**config.mk**
```make
export PLATFORM = sky130hd
export DESIGN_NAME = sprite_row_drawer_flat
export DESIGN_NICKNAME = d
export VERILOG_FILES = /design/src/rtl/sprite_row_drawer_if.sv /design/src/rtl/sprite_row_drawer.sv /design/src/flat_wrapper.sv
export SDC_FILE = /design/constraint.sdc
export NUM_CORES = 1
export LEC_CHECK = 0
export ABC_AREA = 0
export CAP_MARGIN = 25
export CORE_AREA = 3 3 82 84
export CTS_CLUSTER_SIZE = 24
export DETAILED_ROUTE_END_ITERATION = 8
export DIE_AREA = 0 0 85 87
export PLACE_DENSITY_LB_ADDON = 0.08
export REMOVE_ABC_BUFFERS = 1
export SLEW_MARGIN = 20
export SYNTH_ARGS = -nofsm -noshare
export SYNTH_HDL_FRONTEND = slang
export SYNTH_SLANG_ARGS = --single-unit
export TNS_END_PERCENT = 1
```
**constraint.sdc**
```tcl
create_clock -name clk -period 2.9 [get_ports clk]
set_input_delay 0.725 -clock clk [delete_from_list [all_inputs] [get_ports clk]]
set_output_delay 0.725 -clock clk [all_outputs]
set_load 0.02 [all_outputs]
```
**src/rtl/sprite_row_drawer_if.sv**
```systemverilog
// Bus bundle between the sprite frontend, pattern ROM, line buffer and the row drawer.
// Command handshake: draw_req is a one-cycle pulse that is taken only while draw_done=1; it is dropped otherwise.
interface sprite_row_drawer_if;
  logic       row_start;
  logic       draw_req;
  logic [9:0] col_base;
  logic       flip;
  logic [7:0] frame_id;
  logic [3:0] row_off;
  logic       draw_done;
  logic [15:0] rom_addr;
  logic [7:0] rom_data;
  logic       lb_we;
  logic [9:0] lb_addr;
  logic [7:0] lb_data;

  modport slave (
    input  row_start, draw_req, col_base, flip, frame_id, row_off, rom_data,
    output draw_done, rom_addr, lb_we, lb_addr, lb_data
  );

  modport master (
    output row_start, draw_req, col_base, flip, frame_id, row_off, rom_data,
    input  draw_done, rom_addr, lb_we, lb_addr, lb_data
  );
endinterface

```
**src/rtl/sprite_row_drawer.sv**
```systemverilog
// Fetches one 16-pixel sprite row from a synchronous pattern ROM and writes the
// opaque, on-screen pixels into the scanline buffer through a 2-stage pipeline.
module sprite_row_drawer #(
  parameter int         SCREEN_W    = 640,
  parameter logic [7:0] TRANSPARENT = 8'h00
) (
  input  logic                  clk,
  input  logic                  reset,
  sprite_row_drawer_if.slave    bus,
  output logic [1:0]            state_o
);

  typedef enum logic [1:0] {
    S_IDLE  = 2'd0,
    S_FETCH = 2'd1,
    S_DRAIN = 2'd2
  } state_t;

  localparam logic [10:0] SCREEN_W_L = 11'(SCREEN_W);

  state_t      state_q;
  logic [9:0]  col_q;
  logic        flip_q;
  logic [7:0]  frame_q;
  logic [3:0]  row_q;
  logic [3:0]  x_q;
  logic        drain_q;
  logic [15:0] rom_addr_q;
  logic        v1_q;
  logic [10:0] sx1_q;
  logic        done_q;
  logic        lb_we_q;
  logic [9:0]  lb_addr_q;
  logic [7:0]  lb_data_q;

  logic [3:0]  x_d;
  logic [10:0] sx_d;
  logic        lb_we_d;
  logic [15:0] start_addr_d;
  logic [15:0] next_addr_d;

  // rom_addr is registered one step ahead so ROM data lines up with stage 1.
  always_comb begin
    x_d          = x_q + 4'd1;
    sx_d         = {1'b0, col_q} + {7'd0, x_q};
    lb_we_d      = v1_q && (bus.rom_data != TRANSPARENT) && (sx1_q < SCREEN_W_L);
    start_addr_d = {bus.frame_id, bus.row_off, (bus.flip ? 4'hF : 4'h0)};
    next_addr_d  = {frame_q, row_q, (flip_q ? ~x_d : x_d)};
  end

  always_ff @(posedge clk) begin
    if (reset) begin
      state_q    <= S_IDLE;
      col_q      <= '0;
      flip_q     <= 1'b0;
      frame_q    <= '0;
      row_q      <= '0;
      x_q        <= '0;
      drain_q    <= 1'b0;
      rom_addr_q <= '0;
      v1_q       <= 1'b0;
      sx1_q      <= '0;
      done_q     <= 1'b1;
      lb_we_q    <= 1'b0;
      lb_addr_q  <= '0;
      lb_data_q  <= '0;
    end else if (bus.row_start) begin
      state_q <= S_IDLE;
      done_q  <= 1'b1;
      v1_q    <= 1'b0;
      lb_we_q <= 1'b0;
    end else begin
      lb_we_q <= lb_we_d;
      if (v1_q) begin
        lb_addr_q <= sx1_q[9:0];
        lb_data_q <= bus.rom_data;
      end
      unique case (state_q)
        S_IDLE: begin
          v1_q <= 1'b0;
          if (bus.draw_req) begin
            col_q      <= bus.col_base;
            flip_q     <= bus.flip;
            frame_q    <= bus.frame_id;
            row_q      <= bus.row_off;
            x_q        <= 4'd0;
            rom_addr_q <= start_addr_d;
            done_q     <= 1'b0;
            state_q    <= S_FETCH;
          end
        end
        S_FETCH: begin
          v1_q  <= 1'b1;
          sx1_q <= sx_d;
          if (x_q == 4'd15) begin
            drain_q <= 1'b0;
            state_q <= S_DRAIN;
          end else begin
            x_q        <= x_d;
            rom_addr_q <= next_addr_d;
          end
        end
        S_DRAIN: begin
          v1_q <= 1'b0;
          if (drain_q) begin
            done_q  <= 1'b1;
            state_q <= S_IDLE;
          end else begin
            drain_q <= 1'b1;
          end
        end
        default: begin
          v1_q    <= 1'b0;
          done_q  <= 1'b1;
          state_q <= S_IDLE;
        end
      endcase
    end
  end

  assign bus.draw_done = done_q;
  assign bus.rom_addr  = rom_addr_q;
  assign bus.lb_we     = lb_we_q;
  assign bus.lb_addr   = lb_addr_q;
  assign bus.lb_data   = lb_data_q;
  assign state_o       = state_q;

endmodule

```
**src/flat_wrapper.sv**
```systemverilog
// flat-port wrapper written by rule: the top's interface ports become plain ports
module sprite_row_drawer_flat 
#(
  parameter int         SCREEN_W    = 640,
  parameter logic [7:0] TRANSPARENT = 8'h00
)
  (clk, reset, state_o, bus_row_start, bus_draw_req, bus_col_base, bus_flip, bus_frame_id, bus_row_off, bus_rom_data, bus_draw_done, bus_rom_addr, bus_lb_we, bus_lb_addr, bus_lb_data);
  sprite_row_drawer_if bus_i ();
  input  logic clk;
  input  logic reset;
  output logic [1:0] state_o;
  input wire logic [$bits(bus_i.row_start)-1:0] bus_row_start;
  input wire logic [$bits(bus_i.draw_req)-1:0] bus_draw_req;
  input wire logic [$bits(bus_i.col_base)-1:0] bus_col_base;
  input wire logic [$bits(bus_i.flip)-1:0] bus_flip;
  input wire logic [$bits(bus_i.frame_id)-1:0] bus_frame_id;
  input wire logic [$bits(bus_i.row_off)-1:0] bus_row_off;
  input wire logic [$bits(bus_i.rom_data)-1:0] bus_rom_data;
  output wire logic [$bits(bus_i.draw_done)-1:0] bus_draw_done;
  output wire logic [$bits(bus_i.rom_addr)-1:0] bus_rom_addr;
  output wire logic [$bits(bus_i.lb_we)-1:0] bus_lb_we;
  output wire logic [$bits(bus_i.lb_addr)-1:0] bus_lb_addr;
  output wire logic [$bits(bus_i.lb_data)-1:0] bus_lb_data;
  assign bus_i.row_start = bus_row_start;
  assign bus_i.draw_req = bus_draw_req;
  assign bus_i.col_base = bus_col_base;
  assign bus_i.flip = bus_flip;
  assign bus_i.frame_id = bus_frame_id;
  assign bus_i.row_off = bus_row_off;
  assign bus_i.rom_data = bus_rom_data;
  assign bus_draw_done = bus_i.draw_done;
  assign bus_rom_addr = bus_i.rom_addr;
  assign bus_lb_we = bus_i.lb_we;
  assign bus_lb_addr = bus_i.lb_addr;
  assign bus_lb_data = bus_i.lb_data;
  sprite_row_drawer #(.SCREEN_W(SCREEN_W), .TRANSPARENT(TRANSPARENT)) u_core (.clk(clk), .reset(reset), .bus(bus_i), .state_o(state_o));
endmodule
```
==> flow_summary.yaml, run 1 <==
routing:
  drt-total-wl_mm: 7.23
  dr.pass1.iters: 5
  routed_via_density: 5.26
  wl_met2_mm: 3.38
  topRoutingLayerUsed: "met4"
  drc: 0
  wl_per_cell_um: 13.3
  drtIter0Drc: 181
  vias: 2869
  wl_met3_um: 432
  ant_nets: 0
  m1WireLength_mm: 3.30
worst_setup_path:
  cp_max_fo: 11
  worstPathRequired_ns: 2.17
  crit_buf_inv: 1
  slowest_stage: "clkdlybuf4s50_1"
  crit_family: "buffers and inverters"
  max_stage_delay_ns: 0.67
  crit_path_end_kind: "primary output"
  start_kind: "register"
  critPathArrivalTime_ns: 1.53
  cp_cell_sequence: "clkdlybuf4s50_1"
  crit_type: "register to primary output"
logic_synthesis:
  ys_top_cells_by_area: "dfxtp_1, nand2_1, a21oi_1"
  synthSimpleGateAreaFrac: 0.240
  synth_compound_area_frac: 0.182
  synth_flop_cell: "dfxtp_1"
  yosys.area_share.adder: 0.0254
  yosys_warnings: 0
  seq_area_frac_synth: 0.480
  synth_cell_types: 40
  synth.most_common_cell: "nand2_1"
  synth_top_family_by_area: "simple AND/OR/NAND/NOR gates"
  synthMuxAreaShare: 0.00308
  syn_avg_cell_area_um2: 8.12
  ys_seq_elements: 78
  syn_area_um2: 3250
  synthCells: 401
  yosys.area.top_type_share: 0.480
  synth_xor_area_frac: 0.0269
  synthArstFlopShare: 0
  synth_edf_count: 0
  yosysTopAreaCell: "dfxtp_1"
  synthTopCellsByCount: "nand2_1, dfxtp_1, a21oi_1"
placed_design:
  routabilityCongestion: 0.804
  io_buffers: 72
  placed_cells: 529
  pre_cts_slack_ns: 0.427
  dp_hpwl_mm: 4.87
final_layout:
  diodes: 0
  syn_to_final_growth_pct: 29.3
  final_cells: 545
  fin_nets: 506
  nFillCells: 528
  drive_gt1_frac: 0.0596
sta:
  fmax_ghz: 0.444
  finalSetupViolations: 0
  fin_skew_ns: 0.00965
  final_hold_viol_count: 0
  fin_ws_ns: 0.647
  grt_setup_unrepaired: "false"
  tns_ns: 0
  relSlewSlack: 0.621
  report.final.slew_viol_count: 0
  whs_ns: 0.453
  tightestPinTransition_ns: 0.567
  fin_crit_ns: 2.25
  period_share: 0.777
clocking:
  post_cts_resized: 0
  cts.sinks: 78
  clk_latency_ns: 0.34
  cts_made_buffers: 9
  cts_tree: "built"
  clockBufferDepth: 2
  cts_root_buffer: "clkbuf_8"
  cts.clk_slew.worst_paths_ns: 0.07
  cts_setup_buffers: 0
  postCtsHoldBufs: 0
  htree_levels: 3
floorplan:
  dieArea_um2: 7400
  die_y_um: 87
  die_w_um: 85
  ios: 73
  initial_core_util: 0.543
  rows: 28
  core_um2: 5990
pwr:
  pwr_density_cell_nw_per_um2: 535
  power.leakage_nw: 1.50
  ir_worst_vdd_mv: 0.414
run:
  drv_cap: 0
global_route:
  overflow: 0
  antenna_found_initial: 0
  grt_max_degree: 37
  gr-usage-all-layers: 0.209
  grt_pass1_vias: 2850
  grt_pass1_wl_mm: 12.6
hold_path:
  hold_path_class: "register to register"
outcome:
  outcome: "complete, no violations"
-- power breakdown --
part	switching (mW)	internal (mW)	total (mW)
registers	0.0270	1.11	1.14
logic	0.127	0.118	0.245
clock network	0.366	0.506	0.872
total	0.520	1.73	2.25
-- flip-flops by register name, summed over array words and instances (netlist names) --
register / flops
u_core.flip_q: 1
u_core.bus.draw_done: 1
u_core.sx1_q: 11
u_core.bus.rom_addr: 16
u_core.bus.lb_data: 8
u_core.x_q: 4
u_core.row_q: 4
u_core.state_o: 2
u_core.bus.lb_we: 1
u_core.frame_q: 8
u_core.col_q: 10
u_core.drain_q: 1
u_core.bus.lb_addr: 10
u_core.v1_q: 1
-- final cells by class --
class | count | area, µm² | share of cell area
clock buffer | 12 | 145 | 0.0345
clock inverter | 4 | 70.1 | 0.0167
multi-input combinational | 295 | 1550 | 0.369
sequential | 78 | 1560 | 0.371
tap | 75 | 93.8 | 0.0223
timing repair buffer | 81 | 783 | 0.186
-- kinds of logic after synthesis --
| kind of cell | after synthesis |
|---|---|
| XOR/XNOR | 10 |
| buffers and inverters | 28 |
| AO/OA/AOI/OAI | 93 |
| flip-flops | 78 |
| AND/OR/NAND/NOR | 185 |
| adder cells (fa/ha/maj) | 6 |
| multiplexers | 1 |
-- final timing paths --
kind | start | endpoint | slack (ns) | cells after the start
max | u_core.state_o[0]$_SDFFE_PP0P_ | state_o[0] | 0.65 | 1
min | u_core.bus.lb_data[2]$_SDFFE_PP0P_ | u_core.bus.lb_data[2]$_SDFFE_PP0P_ | 0.45 | 2
max reg2reg | u_core.x_q[0]$_SDFFE_PP0P_ | u_core.sx1_q[8]$_SDFFE_PP0P_ | 0.82 | 6
min reg2reg | u_core.bus.lb_data[2]$_SDFFE_PP0P_ | u_core.bus.lb_data[2]$_SDFFE_PP0P_ | 0.45 | 2
-- cell usage in the layout (no fill, tap or decap), types with 2 or more instances in the layout --
master and n:
a21o_1 2, a211oi_1 8, bufinv_16 2, dfxtp_1 78
xnor2_1 8, nor4_1 3, nor3b_1 2, nor2b_1 3
xor2_1 2, nand2b_1 3, o21ai_0 10, and3_1 2
buf_4 9, or3_1 2, clkbuf_1 2, nand3_1 3
nand4_1 2, clkbuf_8 10, nand2_1 116, nor3_1 4
nand4b_1 2, a311oi_1 15, nor2_1 37, clkdlybuf4s50_1 71
clkinv_2 2, ha_1 5, a21oi_1 50
-- layer usage --
layer	global-route usage	up-vias
met1	0.253	1281
met3	0.0426	10
met4	0.0921	0
met2	0.359	80
li1	-	1498
met5	0	-
-- stage by stage --
stage	utilization	power, mW	cell area, µm²
floorplan	-	1.27	3120
global placement	0.666	1.40	3990
detailed placement	0.666	1.40	3990
CTS	0.702	2.28	4210
global route	0.702	2.36	4210
finish	0.702	2.25	4210
(Power assumes the default switching activity.)
==> run 2, diff against run 1 <==
Settings changed: CORE_AREA 3 3 82 84 to 3 3 85 87, DIE_AREA 0 0 85 87 to 0 0 88 90.
Clock period 2.9 ns to 2.3 ns, I/O delays scaled along.
==> run 2 against run 1 <==
Against the previous run:
- sequential share of layout area decreased by 0.80 points
- hold slack gained 0.00063 ns
- global-route usage down 1.1 points
- cell count increased by 1.1%
- wire length rose by 3.1%
- register-to-register slack worse by 0.57 ns
- total power up 31%
- utilization decreased by 3.3 points
- clock skew rose by 0.00053 ns
- combinational power rose by 31%
- sequential cell count is the same
- critical path type unchanged
- critical endpoint unchanged
- highest routed layer unchanged
==> flow_summary.yaml, run 2 (synthesis gave the netlist of run 1 again) <==
clocking:
  cts_tree: "built"
  htree_levels: 3
  cts_made_buffers: 9
  clockBufferDepth: 2
  cts.clk_slew.worst_paths_ns: 0.08
  cts_setup_buffers: 0
  post_cts_resized: 0
  postCtsHoldBufs: 0
  clk_latency_ns: 0.35
  cts_root_buffer: "clkbuf_8"
  cts.sinks: 78
worst_setup_path:
  r2r_slack_ns: 0.25
  r2r-start: "u_core.x_q[0]$_SDFFE_PP0P_"
  start_kind: "register"
  cp_cell_sequence: "clkdlybuf4s50_1"
  path_depth: 1
  critPathCapture: "state_o[0]"
  crit_type: "register to primary output"
  reg2reg_depth: 6
  crit_buf_inv: 1
  cp_max_fo: 11
  max_stage_delay_ns: 0.67
  worstPathRequired_ns: 1.73
  reg2reg_to: "u_core.sx1_q[8]$_SDFFE_PP0P_"
  worstSetupStartpoint: "u_core.state_o[0]$_SDFFE_PP0P_"
  crit_path_end_kind: "primary output"
  critPathArrivalTime_ns: 1.52
  crit_family: "buffers and inverters"
  slowest_stage: "clkdlybuf4s50_1"
sta:
  period_share: 0.910
  grt_setup_unrepaired: "false"
  relSlewSlack: 0.636
  report.final.slew_viol_count: 0
  tightestPinTransition_ns: 0.543
  fin_skew_ns: 0.0102
  fmax_ghz: 0.478
  fin_crit_ns: 2.09
  finalSetupViolations: 0
  final_hold_viol_count: 0
  fin_ws_ns: 0.207
  tns_ns: 0
global_route:
  gr-usage-all-layers: 0.198
  overflow: 0
  grt_pass1_wl_mm: 12.7
  grt_max_degree: 37
  grt_pass1_vias: 2787
  antenna_found_initial: 0
final_layout:
  fin_nets: 510
  layout_commonest_cell: "nand2_1"
  nFillCells: 590
  largest_reg_flops: 16
  most-common-layout-cells: "nand2_1, dfxtp_1, clkdlybuf4s50_1"
  syn_to_final_growth_pct: 32.1
  diodes: 0
  drive_gt1_frac: 0.0696
run:
  drv_cap: 0
floorplan:
  initial_core_util: 0.507
  dieArea_um2: 7920
  ios: 73
  rows: 29
  die_w_um: 88
  die_y_um: 90
  core_um2: 6420
routing:
  routed_via_density: 5.36
  dr.pass1.iters: 5
  wl_per_cell_um: 13.5
  drc: 0
  drtIter0Drc: 78
  ant_nets: 0
  vias: 2951
  drt-total-wl_mm: 7.46
placed_design:
  routabilityCongestion: 0.768
  dp_hpwl_mm: 5.22
  io_buffers: 72
  pre_cts_slack_ns: 0.114
pwr:
  ir_worst_vdd_mv: 0.433
  pwr_density_cell_nw_per_um2: 687
  power.leakage_nw: 1.53
hold_path:
  hp-start: "u_core.bus.lb_data[5]$_SDFFE_PP0P_"
  hold_path_class: "register to register"
outcome:
  outcome: "complete, no violations"
run 2: cell count changes in the layout (fill, tap and decap cells not counted):
| cell | previous run | this run |
|---|---|---|
| clkinv_2 | 2 | 1 |
| clkbuf_1 | 2 | 1 |
| clkbuf_8 | 10 | 9 |
| buf_12 | 0 | 3 |
| clkinvlp_4 | 0 | 2 |
| buf_4 | 9 | 10 |
| bufinv_16 | 2 | 3 |
run 2: how the worst min path moves through the flow:
| stage | to | slack [ns] | cells past startpoint |
|---|---|---|---|
| after floorplan | u_core.bus.lb_addr[3]$_SDFFE_PP0P_ | 0.43 | 2 |
| after global placement | u_core.bus.lb_addr[1]$_SDFFE_PP0P_ | 0.44 | 2 |
| after detailed placement | u_core.bus.lb_addr[7]$_SDFFE_PP0P_ | 0.45 | 2 |
| after CTS | u_core.bus.lb_addr[7]$_SDFFE_PP0P_ | 0.46 | 2 |
| after global routing | u_core.bus.lb_addr[1]$_SDFFE_PP0P_ | 0.47 | 2 |
| final | u_core.bus.lb_data[5]$_SDFFE_PP0P_ | 0.45 | 2 |
run 2: stage by stage:
stage	hold slack [ns]	std cells	area, µm²	power (mW)	util
final	0.454	551	4300	2.95	0.670
after global routing	0.474	551	4300	3.07	0.670
after CTS	0.458	551	4300	2.98	0.670
after detailed placement	0.446	535	4060	1.78	0.633
after global placement	0.441	535	4060	1.78	0.633
after floorplan	0.426	373	3120	1.60	-
run 2: cell type report:
class / instances / area [µm²] / share of cell area
clock buffers: 10 / 128 / 0.0297
clock inverters: 6 / 110 / 0.0256
multi-input cells: 295 / 1550 / 0.361
flip-flops and latches: 78 / 1560 / 0.363
well taps: 77 / 96.3 / 0.0224
repair buffers: 85 / 851 / 0.198
run 2: worst reg2reg max path: stages (launching register included):
cell      delay [ns]
dfxtp_1         0.39
ha_1            0.26
fa_1            0.43
a211oi_1        0.40
nor3_1          0.12
xnor2_1         0.14
a211oi_1        0.22
run 2: metal layers:
metal	vias to the layer above	track usage	share of wire
met1	1375	0.247	0.44
li1	1501	-	-
met2	65	0.335	0.50
met3	10	0.0366	0.043
met4	0	0.0729	0.014
met5	-	0	0
run 2: power breakdown:
part | switching, mW | internal, mW | total [mW]
logic | 0.164 | 0.157 | 0.321
registers | 0.0328 | 1.40 | 1.43
clock network | 0.484 | 0.719 | 1.20
